<file path="config.mk">
export PLATFORM = sky130hd
export DESIGN_NAME = buart
export DESIGN_NICKNAME = d
export VERILOG_FILES = /design/src/rtl/buart.sv
export SDC_FILE = /design/constraint.sdc
export NUM_CORES = 1
export LEC_CHECK = 0
export BUFFER_PORTS_ARGS = -buffer_cell sky130_fd_sc_hd__buf_2
export CORE_UTILIZATION = 35
export CTS_CLUSTER_DIAMETER = 120
export DETAILED_ROUTE_END_ITERATION = 7
export PLACE_DENSITY = 0.5
export SYNTH_ARGS = -nofsm -noshare
export SYNTH_HDL_FRONTEND = slang
export SYNTH_SLANG_ARGS = --single-unit
</file>
<file path="constraint.sdc">
create_clock -name clk -period 2.2 [get_ports clk]
set_input_delay 0 -clock clk [delete_from_list [all_inputs] [get_ports clk]]
set_output_delay 0 -clock clk [all_outputs]
set_load 0.005 [all_outputs]
</file>
<file path="src/rtl/buart.sv">
// Byte-wide 8N1 serial transceiver, LSB first, with a two-flop synchronizer
// on the receive pin. Receiver and transmitter run independently.
module buart #(
  parameter int CLKS_PER_BIT = 104
) (
  input  logic       clk,
  input  logic       rst,
  input  logic       rx,
  output logic       tx,
  input  logic       rd,
  input  logic       wr,
  input  logic [7:0] tx_data,
  output logic       valid,
  output logic       busy,
  output logic [7:0] rx_data
);

  localparam int CW = $clog2(CLKS_PER_BIT + 1);
  localparam logic [CW-1:0] C_FULL = CW'(CLKS_PER_BIT);
  localparam logic [CW-1:0] C_HALF = CW'(CLKS_PER_BIT / 2);
  localparam logic [CW-1:0] C_ONE  = CW'(1);

  typedef enum logic [1:0] {S_IDLE = 2'd0, S_START = 2'd1, S_DATA = 2'd2, S_STOP = 2'd3} state_t;

  logic          r_rx_meta, r_rxs;
  state_t        r_rx_state, w_rx_state;
  logic [CW-1:0] r_rx_cnt, w_rx_cnt;
  logic [2:0]    r_rx_bit, w_rx_bit;
  logic [7:0]    r_rx_shift, w_rx_shift;
  logic [7:0]    r_rx_data, w_rx_data;
  logic          r_valid, w_valid;
  logic          w_rx_done;

  state_t        r_tx_state, w_tx_state;
  logic [CW-1:0] r_tx_cnt, w_tx_cnt;
  logic [2:0]    r_tx_bit, w_tx_bit;
  logic [7:0]    r_tx_shift, w_tx_shift;
  logic          r_tx_go, w_tx_go;
  logic          r_tx, w_tx;
  logic          r_busy, w_busy;

  // Pin synchronizer; idles high so reset never looks like a start edge.
  always_ff @(posedge clk) begin
    if (!rst) begin
      r_rx_meta <= 1'b1;
      r_rxs     <= 1'b1;
    end else begin
      r_rx_meta <= rx;
      r_rxs     <= r_rx_meta;
    end
  end

  // Receiver next state: counter counts down to 1, sampling at each bit centre.
  always_comb begin
    w_rx_state = r_rx_state;
    w_rx_cnt   = r_rx_cnt;
    w_rx_bit   = r_rx_bit;
    w_rx_shift = r_rx_shift;
    w_rx_done  = 1'b0;
    case (r_rx_state)
      S_IDLE: begin
        if (!r_rxs) begin
          w_rx_state = S_START;
          w_rx_cnt   = C_HALF;
        end else begin
          w_rx_cnt = r_rx_cnt;
        end
      end
      S_START: begin
        if (r_rx_cnt != C_ONE) begin
          w_rx_cnt = r_rx_cnt - C_ONE;
        end else if (r_rxs) begin
          w_rx_state = S_IDLE;
        end else begin
          w_rx_state = S_DATA;
          w_rx_cnt   = C_FULL;
          w_rx_bit   = 3'd0;
        end
      end
      S_DATA: begin
        if (r_rx_cnt != C_ONE) begin
          w_rx_cnt = r_rx_cnt - C_ONE;
        end else begin
          w_rx_shift = {r_rxs, r_rx_shift[7:1]};
          w_rx_cnt   = C_FULL;
          if (r_rx_bit == 3'd7) begin
            w_rx_state = S_STOP;
          end else begin
            w_rx_bit = r_rx_bit + 3'd1;
          end
        end
      end
      S_STOP: begin
        // Back to IDLE at mid-stop so the next start edge is caught early.
        if (r_rx_cnt != C_ONE) begin
          w_rx_cnt = r_rx_cnt - C_ONE;
        end else begin
          w_rx_state = S_IDLE;
          w_rx_done  = r_rxs;
        end
      end
      default: w_rx_state = S_IDLE;
    endcase
  end

  // Completion beats a same-cycle rd; overrun simply overwrites.
  always_comb begin
    w_valid   = r_valid;
    w_rx_data = r_rx_data;
    if (w_rx_done) begin
      w_valid   = 1'b1;
      w_rx_data = r_rx_shift;
    end else if (rd) begin
      w_valid = 1'b0;
    end else begin
      w_valid = r_valid;
    end
  end

  // Receiver state register.
  always_ff @(posedge clk) begin
    if (!rst) begin
      r_rx_state <= S_IDLE;
      r_rx_cnt   <= '0;
      r_rx_bit   <= 3'd0;
      r_rx_shift <= 8'h00;
      r_rx_data  <= 8'h00;
      r_valid    <= 1'b0;
    end else begin
      r_rx_state <= w_rx_state;
      r_rx_cnt   <= w_rx_cnt;
      r_rx_bit   <= w_rx_bit;
      r_rx_shift <= w_rx_shift;
      r_rx_data  <= w_rx_data;
      r_valid    <= w_valid;
    end
  end

  // Transmitter next state; r_tx_go holds the latched request for one cycle.
  always_comb begin
    w_tx_state = r_tx_state;
    w_tx_cnt   = r_tx_cnt;
    w_tx_bit   = r_tx_bit;
    w_tx_shift = r_tx_shift;
    w_tx_go    = r_tx_go;
    w_tx       = r_tx;
    w_busy     = r_busy;
    case (r_tx_state)
      S_IDLE: begin
        if (r_tx_go) begin
          w_tx_state = S_START;
          w_tx_cnt   = C_FULL;
          w_tx_go    = 1'b0;
          w_tx       = 1'b0;
          w_busy     = 1'b1;
        end else if (wr) begin
          w_tx_shift = tx_data;
          w_tx_go    = 1'b1;
        end else begin
          w_tx = 1'b1;
        end
      end
      S_START: begin
        if (r_tx_cnt != C_ONE) begin
          w_tx_cnt = r_tx_cnt - C_ONE;
        end else begin
          w_tx_state = S_DATA;
          w_tx_cnt   = C_FULL;
          w_tx_bit   = 3'd0;
          w_tx       = r_tx_shift[0];
          w_tx_shift = {1'b0, r_tx_shift[7:1]};
        end
      end
      S_DATA: begin
        if (r_tx_cnt != C_ONE) begin
          w_tx_cnt = r_tx_cnt - C_ONE;
        end else begin
          w_tx_cnt = C_FULL;
          if (r_tx_bit == 3'd7) begin
            w_tx_state = S_STOP;
            w_tx       = 1'b1;
          end else begin
            w_tx_bit   = r_tx_bit + 3'd1;
            w_tx       = r_tx_shift[0];
            w_tx_shift = {1'b0, r_tx_shift[7:1]};
          end
        end
      end
      S_STOP: begin
        if (r_tx_cnt != C_ONE) begin
          w_tx_cnt = r_tx_cnt - C_ONE;
        end else begin
          w_tx_state = S_IDLE;
          w_busy     = 1'b0;
        end
      end
      default: begin
        w_tx_state = S_IDLE;
        w_tx       = 1'b1;
        w_busy     = 1'b0;
      end
    endcase
  end

  // Transmitter state register.
  always_ff @(posedge clk) begin
    if (!rst) begin
      r_tx_state <= S_IDLE;
      r_tx_cnt   <= '0;
      r_tx_bit   <= 3'd0;
      r_tx_shift <= 8'h00;
      r_tx_go    <= 1'b0;
      r_tx       <= 1'b1;
      r_busy     <= 1'b0;
    end else begin
      r_tx_state <= w_tx_state;
      r_tx_cnt   <= w_tx_cnt;
      r_tx_bit   <= w_tx_bit;
      r_tx_shift <= w_tx_shift;
      r_tx_go    <= w_tx_go;
      r_tx       <= w_tx;
      r_busy     <= w_busy;
    end
  end

  assign tx      = r_tx;
  assign busy    = r_busy;
  assign valid   = r_valid;
  assign rx_data = r_rx_data;

endmodule

</file>
==> out/results.tsv, run 1 <==
stage	metric	value	unit
run_status	status	complete, no violations	
synthesis	Synth top cells by count	54 x dfxtp_1, 39 x nor2_1, 27 x a21oi_1, 25 x mux2i_1, 18 x ha_1	
final_layout	non-filler instance count after layout	447	
setup_path	worst path arrival time	2.22	ns
routing	total number of vias	2395	
setup_path	startpoint types	register	
clock_network	CTS resizes	0	
grt	vias in the first global route	2295	
setup_path	cells along the critical path	inv_1 -> ha_1 -> a21oi_1 -> o31ai_4 -> or4_1 -> a21oi_1	
final_layout	multi-input logic area	1650	um^2
clock_network	CTS buffer count	5	
synthesis	synth top area cells	dfxtp_1 38%, mux2i_1 8.7%, ha_1 7.8%	
placement	Post-Place Cells	436	
clock_network	Max clock buf depth	2	
setup_path	critical path's most frequent cell	a21oi_1	
setup_path	Setup CP Type	register to register	
clock_network	H-tree Lvls	2	
synthesis	Post-synth EDFFs	0	
synthesis	Yosys reg bits	54	
routing	drt first pass iters	4	
routing	routed length per instance	14.3	um
sta	Final Setup Violations	0	
grt	first-pass GRT wire length	10900	um
synthesis	Distinct cells, synth	61	
power	P_leak	1.30	nW
synthesis	Syn Inst Count	317	
synthesis	most common cell in the netlist	dfxtp_1	
floorplanning	Die ar.	8590	um^2
synthesis	Mapped Avg Cell Area	9.08	um^2
placement	post-DP HPWL	4510	um
floorplanning	Std-Cell Rows	32	
sta	post-layout min period	1.98	ns
final_layout	Register Area	1080	um^2
routing	routed vias/inst	5.36	
final_layout	n_diodes	0	
floorplanning	CORE AREA	7850	um^2
clock_network	CTS tree	built	
grt	initial antenna violation count	0	
power	Max VDD drop	0.587	mV
synthesis	ys flop type	dfxtp_1	
placement	Placement Setup Slack	0.231	ns
synthesis	Post-Synthesis Net Count	348	
sta	RSZ-0062 raised after global routing	false	
synthesis	Yosys Warn Count	0	
min_path	worst hold path class	input pin to register	
grt	largest net degree at the start of global routing	37	
synthesis	post-synth top area share	0.375	
clock_network	clk sink count	54	
sta	Final Cycle Share	0.902	
routing	final wirelength	6380	um
synthesis	cell taking the most area after synthesis	dfxtp_1	
sta	Clock Skew	0.00622	ns
sta	Final Hold Viols	0	
clock_network	Worst-Skew Late Latency	0.30	ns
clock_network	clk slew on worst S/H paths	0.10	ns
floorplanning	die width	92.7	um
job	max cap viols	0	
placement	GPL Wtd Cong	0.799	
placement	Port Buffers	23	
routing	Final ANT Viol Nets	0	
synthesis	sequential area share after synthesis	0.375	
routing	drt drc	0	
grt	all-layer global routing usage	0.157	
setup_path	Crit path required time	2.44	ns
clock_network	Root Buffer	clkbuf_8	
setup_path	Worst setup EP type	register	
synthesis	Synth Cell Area	2880	um^2
routing	Iteration-0 DRC Markers	70	
floorplanning	I/O pins	24	
sta	Slew headroom	0.605	
setup_path	Crit path largest cell delay	0.49	ns
setup_path	Slowest-stage cell, CP	or4_1	
final_layout	nets	375	
sta	fin. max-slew vios	0	
power	Power, Total	0.00371	W
sta	post-route setup slack	0.216	ns
floorplanning	starting density of the core	0.367	
sta	TNS Setup	0	ns
synthesis	FFs w/ async S/R, synth	0	
sta	fmax	0.504	GHz
final_layout	ratio of cells with drive above 1 in the final layout	0.154	
sta	worst slew pin tran	0.583	ns
grt	grt total ovfl	0	
power	pwr/cell area	1140	nW/um^2
setup_path	crit path max fanout	11	
floorplanning	Die Ht	92.7	um
final_layout	P&R area growth vs syn	12.6	%
final_layout	number of fillers in the final layout	817	
## kinds of logic after synthesis
logic type / count (synthesis) / share of synthesized area
DFF: 54 / 0.375
and+or+nand+nor: 95 / 0.163
muxes: 25 / 0.0869
adders and majority gates: 18 / 0.0782
AOI/OAI and AO/OA: 93 / 0.242
xor gates and xnor gates: 1 / 0.00304
buffers and inverters: 31 / 0.0508
## per-stage QoR
| step | hold slack [ns] | instance area (um^2) | util |
|---|---|---|---|
| finish | 0.0295 | 3240 | 0.413 |
| global route | 0.0421 | 3240 | 0.413 |
| CTS | 0.0152 | 3240 | 0.413 |
| detailed placement | 0.204 | 3100 | 0.395 |
| global placement | 0.206 | 3100 | 0.395 |
| floorplan | 0.101 | 2880 | - |
## state kept, by name, indices dropped and copies added (netlist names), named ones only
| register | cells |
|---|---|
| r_rx_shift | 8 |
| r_tx_go | 1 |
| valid | 1 |
| r_rx_meta | 1 |
| r_rx_state | 1 |
| r_rx_bit | 3 |
| r_tx_state | 2 |
| busy | 1 |
| r_tx_shift | 8 |
| rx_data | 8 |
| r_tx_bit | 3 |
| tx | 1 |
| r_rxs | 1 |
| r_rx_cnt | 7 |
| r_tx_cnt | 7 |
## path summary, 6_finish.rpt
path,start,endpoint,slack (ns),cells after the start
max,register,r_rx_cnt[1],0.22,6
min reg2reg,r_rx_meta,r_rxs,0.42,1
max reg2reg,register,r_rx_cnt[1],0.22,6
min,tx_data[4],r_tx_shift[4],0.03,3
## layout by cell type, fill, tap and decap left out, types with 3 or more instances in the layout
cell type,synthesis,final
o32ai_1,3,3
nand2_1,14,14
and3_1,3,3
a211oi_1,10,10
ha_1,18,18
dfxtp_1,54,54
o21ai_0,8,8
clkbuf_8,0,5
inv_1,15,15
mux2i_1,25,25
nor3_1,8,8
buf_4,1,9
nor2_1,39,39
nor4_1,3,3
dlygate4sd3_1,0,3
or4_1,3,3
nand3b_1,3,3
and2_1,3,3
nor2b_1,3,3
a21oi_1,27,27
nand2b_1,5,5
buf_2,3,23
nand3_1,4,4
a31oi_1,5,5
a31o_2,4,4
## power by group
part	internal, W	total, W	switching, W
logic	0.000720	0.00172	0.00100
registers	0.00116	0.00133	0.000170
clock network	0.000335	0.000656	0.000321
total	0.00222	0.00371	0.00149
## layer usage
| layer | part of all wire | up-vias | track usage | wire length (um) |
|---|---|---|---|---|
| met5 | 0 | - | 0 | 0 |
| met4 | 0.0080 | 0 | 0.0346 | 51 |
| met3 | 0.029 | 6 | 0.0287 | 184 |
| met2 | 0.47 | 44 | 0.267 | 3000 |
| met1 | 0.49 | 1126 | 0.206 | 3150 |
| li1 | - | 1219 | - | - |
## cell type report
type                    instances  share of cell area
multi-input cells             232               0.509
clock buffers                   5              0.0212
well taps                     102              0.0394
repair buffers                 35              0.0656
inverters                      16              0.0185
flip-flops and latches         54               0.333
clock inverters                 3              0.0124
## timing repair
action / 4_1_cts / 5_1_grt
setup buffers: 0 / 0
setup endpoints to repair: 0 / 0
endpoints found under the hold margin: 3 / 0
hold buffers: 3 / 0
## critical path: cells and delay by family, from the launching register on
kind                       cells  cell delay [ns]
and+or+nand+nor                1             0.49
DFF                            1             0.41
buffers and inverters          1             0.10
adders and majority gates      1             0.29
AOI/OAI and AO/OA              3             0.63
(Power assumes the default switching activity.)
==> run 2, diff against run 1 <==
==> config.mk (replaced) <==
export PLATFORM = sky130hd
export DESIGN_NAME = buart
export DESIGN_NICKNAME = d
export VERILOG_FILES = /design/src/rtl/buart.sv
export SDC_FILE = /design/constraint.sdc
export NUM_CORES = 1
export LEC_CHECK = 0
export CORE_UTILIZATION = 35
export CTS_CLUSTER_DIAMETER = 120
export DETAILED_ROUTE_END_ITERATION = 7
export DONT_BUFFER_PORTS = 1
export PLACE_DENSITY = 0.48
export SLEW_MARGIN = 20
export SYNTH_ARGS = -nofsm -noshare
export SYNTH_HDL_FRONTEND = slang
export SYNTH_SLANG_ARGS = --single-unit
==> out/results.tsv, run 2 (same netlist as run 1, synthesis figures left out) <==
stage	metric	value	unit
run_status	status	complete, no violations	
sta	Clock Skew	0.0119	ns
floorplanning	die width	92.7	um
sta	RSZ-0062 raised after global routing	false	
sta	post-route setup slack	0.257	ns
final_layout	P&R area growth vs syn	11.2	%
power	Clock Power Share	0.164	
setup_path	Setup CP Type	register to register	
sta	fmax	0.515	GHz
sta	fin. max-slew vios	0	
placement	post-place instance area	2990	um^2
floorplanning	I/O pins	24	
setup_path	Worst setup EP type	register	
clock_network	clk sink count	54	
grt	all-layer global routing usage	0.154	
floorplanning	starting density of the core	0.367	
power	Max VDD drop	0.581	mV
routing	routed vias/inst	5.42	
power	Reg power frac	0.369	
power	Comb pwr share	0.467	
final_layout	n_diodes	0	
final_layout	non-filler instance count after layout	433	
final_layout	most frequent cells in the layout	54 x dfxtp_1, 39 x nor2_1, 27 x a21oi_1, 25 x mux2i_1, 18 x ha_1	
sta	Final Hold Viols	0	
placement	GPL Wtd Cong	0.793	
setup_path	Crit path required time	2.46	ns
floorplanning	Std-Cell Rows	32	
placement	Post-Place Cells	413	
routing	Iteration-0 DRC Markers	94	
min_path	worst hold path class	input pin to register	
sta	Final Cycle Share	0.883	
grt	grt total ovfl	0	
final_layout	nets	361	
routing	total number of vias	2346	
clock_network	H-tree Lvls	2	
clock_network	CTS buffer count	5	
routing	Final ANT Viol Nets	0	
clock_network	Root Buffer	clkbuf_8	
sta	worst slew pin tran	0.863	ns
grt	first-pass GRT wire length	10600	um
final_layout	ratio of cells with drive above 1 in the final layout	0.0906	
sta	post-layout min period	1.94	ns
grt	largest net degree at the start of global routing	23	
clock_network	Worst-Skew Late Latency	0.32	ns
clock_network	postcts setup bufs	0	
clock_network	Max clock buf depth	2	
grt	vias in the first global route	2283	
sta	TNS Setup	0	ns
job	max cap viols	0	
placement	post-DP HPWL	4360	um
power	P_int	0.00211	W
power	pwr/cell area	1130	nW/um^2
routing	routed length per instance	14.2	um
placement	Port Buffers	0	
floorplanning	Die Ht	92.7	um
setup_path	worst path arrival time	2.20	ns
min_path	Hold Crit Start	rst	
routing	final wirelength	6160	um
floorplanning	Die ar.	8590	um^2
sta	Slew headroom	0.423	
clock_network	clk slew on worst S/H paths	0.11	ns
routing	drt drc	0	
placement	Placement Setup Slack	0.274	ns
power	P_leak	1.22	nW
final_layout	commonest non-fill, non-tap cell in the layout	dfxtp_1	
setup_path	startpoint types	register	
routing	drt first pass iters	4	
power	switching share of power	0.416	
power	Switch Pwr	0.00150	W
setup_path	crit path max fanout	11	
sta	Final Setup Violations	0	
clock_network	CTS tree	built	
grt	initial antenna violation count	0	
final_layout	Final Instance Area	3200	um^2
floorplanning	CORE AREA	7850	um^2
## run 2: through the flow
step	utilization	power, W	hold WS, ns
floorplan	-	0.00266	0.101
global placement	0.381	0.00301	0.0815
detailed placement	0.381	0.00302	0.0831
CTS	0.408	0.00364	0.0636
global route	0.408	0.00393	0.0812
finish	0.408	0.00360	0.0618
## run 2: final cells by class
type | instances | area [um^2]
fill | 800 | 4650
sequential | 54 | 1080
multi-input combinational | 232 | 1650
clock inverter | 3 | 23.8
inverter | 16 | 60.1
tap | 102 | 128
clock buffer | 5 | 68.8
timing repair buffer | 21 | 188
## run 2: worst paths after layout
| kind | to | slack (ns) | cells past startpoint |
|---|---|---|---|
| worst min register to register | r_rxs | 0.42 | 1 |
| worst max register to register | r_rx_cnt[1] | 0.26 | 6 |
| worst min-delay path | r_tx_go | 0.06 | 2 |
| worst max-delay path | r_rx_cnt[1] | 0.26 | 6 |
## run 2: power by group through the flow
| stage | clock, W | combinational [W] | sequential (W) |
|---|---|---|---|
| finish | 0.000591 | 0.00168 | 0.00133 |
| global route | 0.000660 | 0.00191 | 0.00136 |
| CTS | 0.000619 | 0.00169 | 0.00133 |
| detailed placement | 0 | 0.00166 | 0.00135 |
| global placement | 0 | 0.00166 | 0.00136 |
| floorplan | 0 | 0.00136 | 0.00130 |
## run 2: per-layer routing
layer  part of all wire  GRT usage  up-vias
met1               0.50      0.192     1104
met4              0.012     0.0526        0
met5                  0          0        -
li1                   -          -     1198
met2               0.46      0.259       35
met3              0.028     0.0353        9
## run 2: what timing repair did
action,in CTS,in global routing
resized for setup,0,0
endpoints found under the hold margin,31,0
setup endpoints to repair,0,0
hold buffers,12,0
## run 2: worst max-delay path, cell delays in order (launching register included)
cell and delay [ns]:
dfxtp_1 0.39, inv_1 0.09, ha_1 0.29, a21oi_1 0.32, o31ai_4 0.15, or4_1 0.48, a21oi_1 0.15
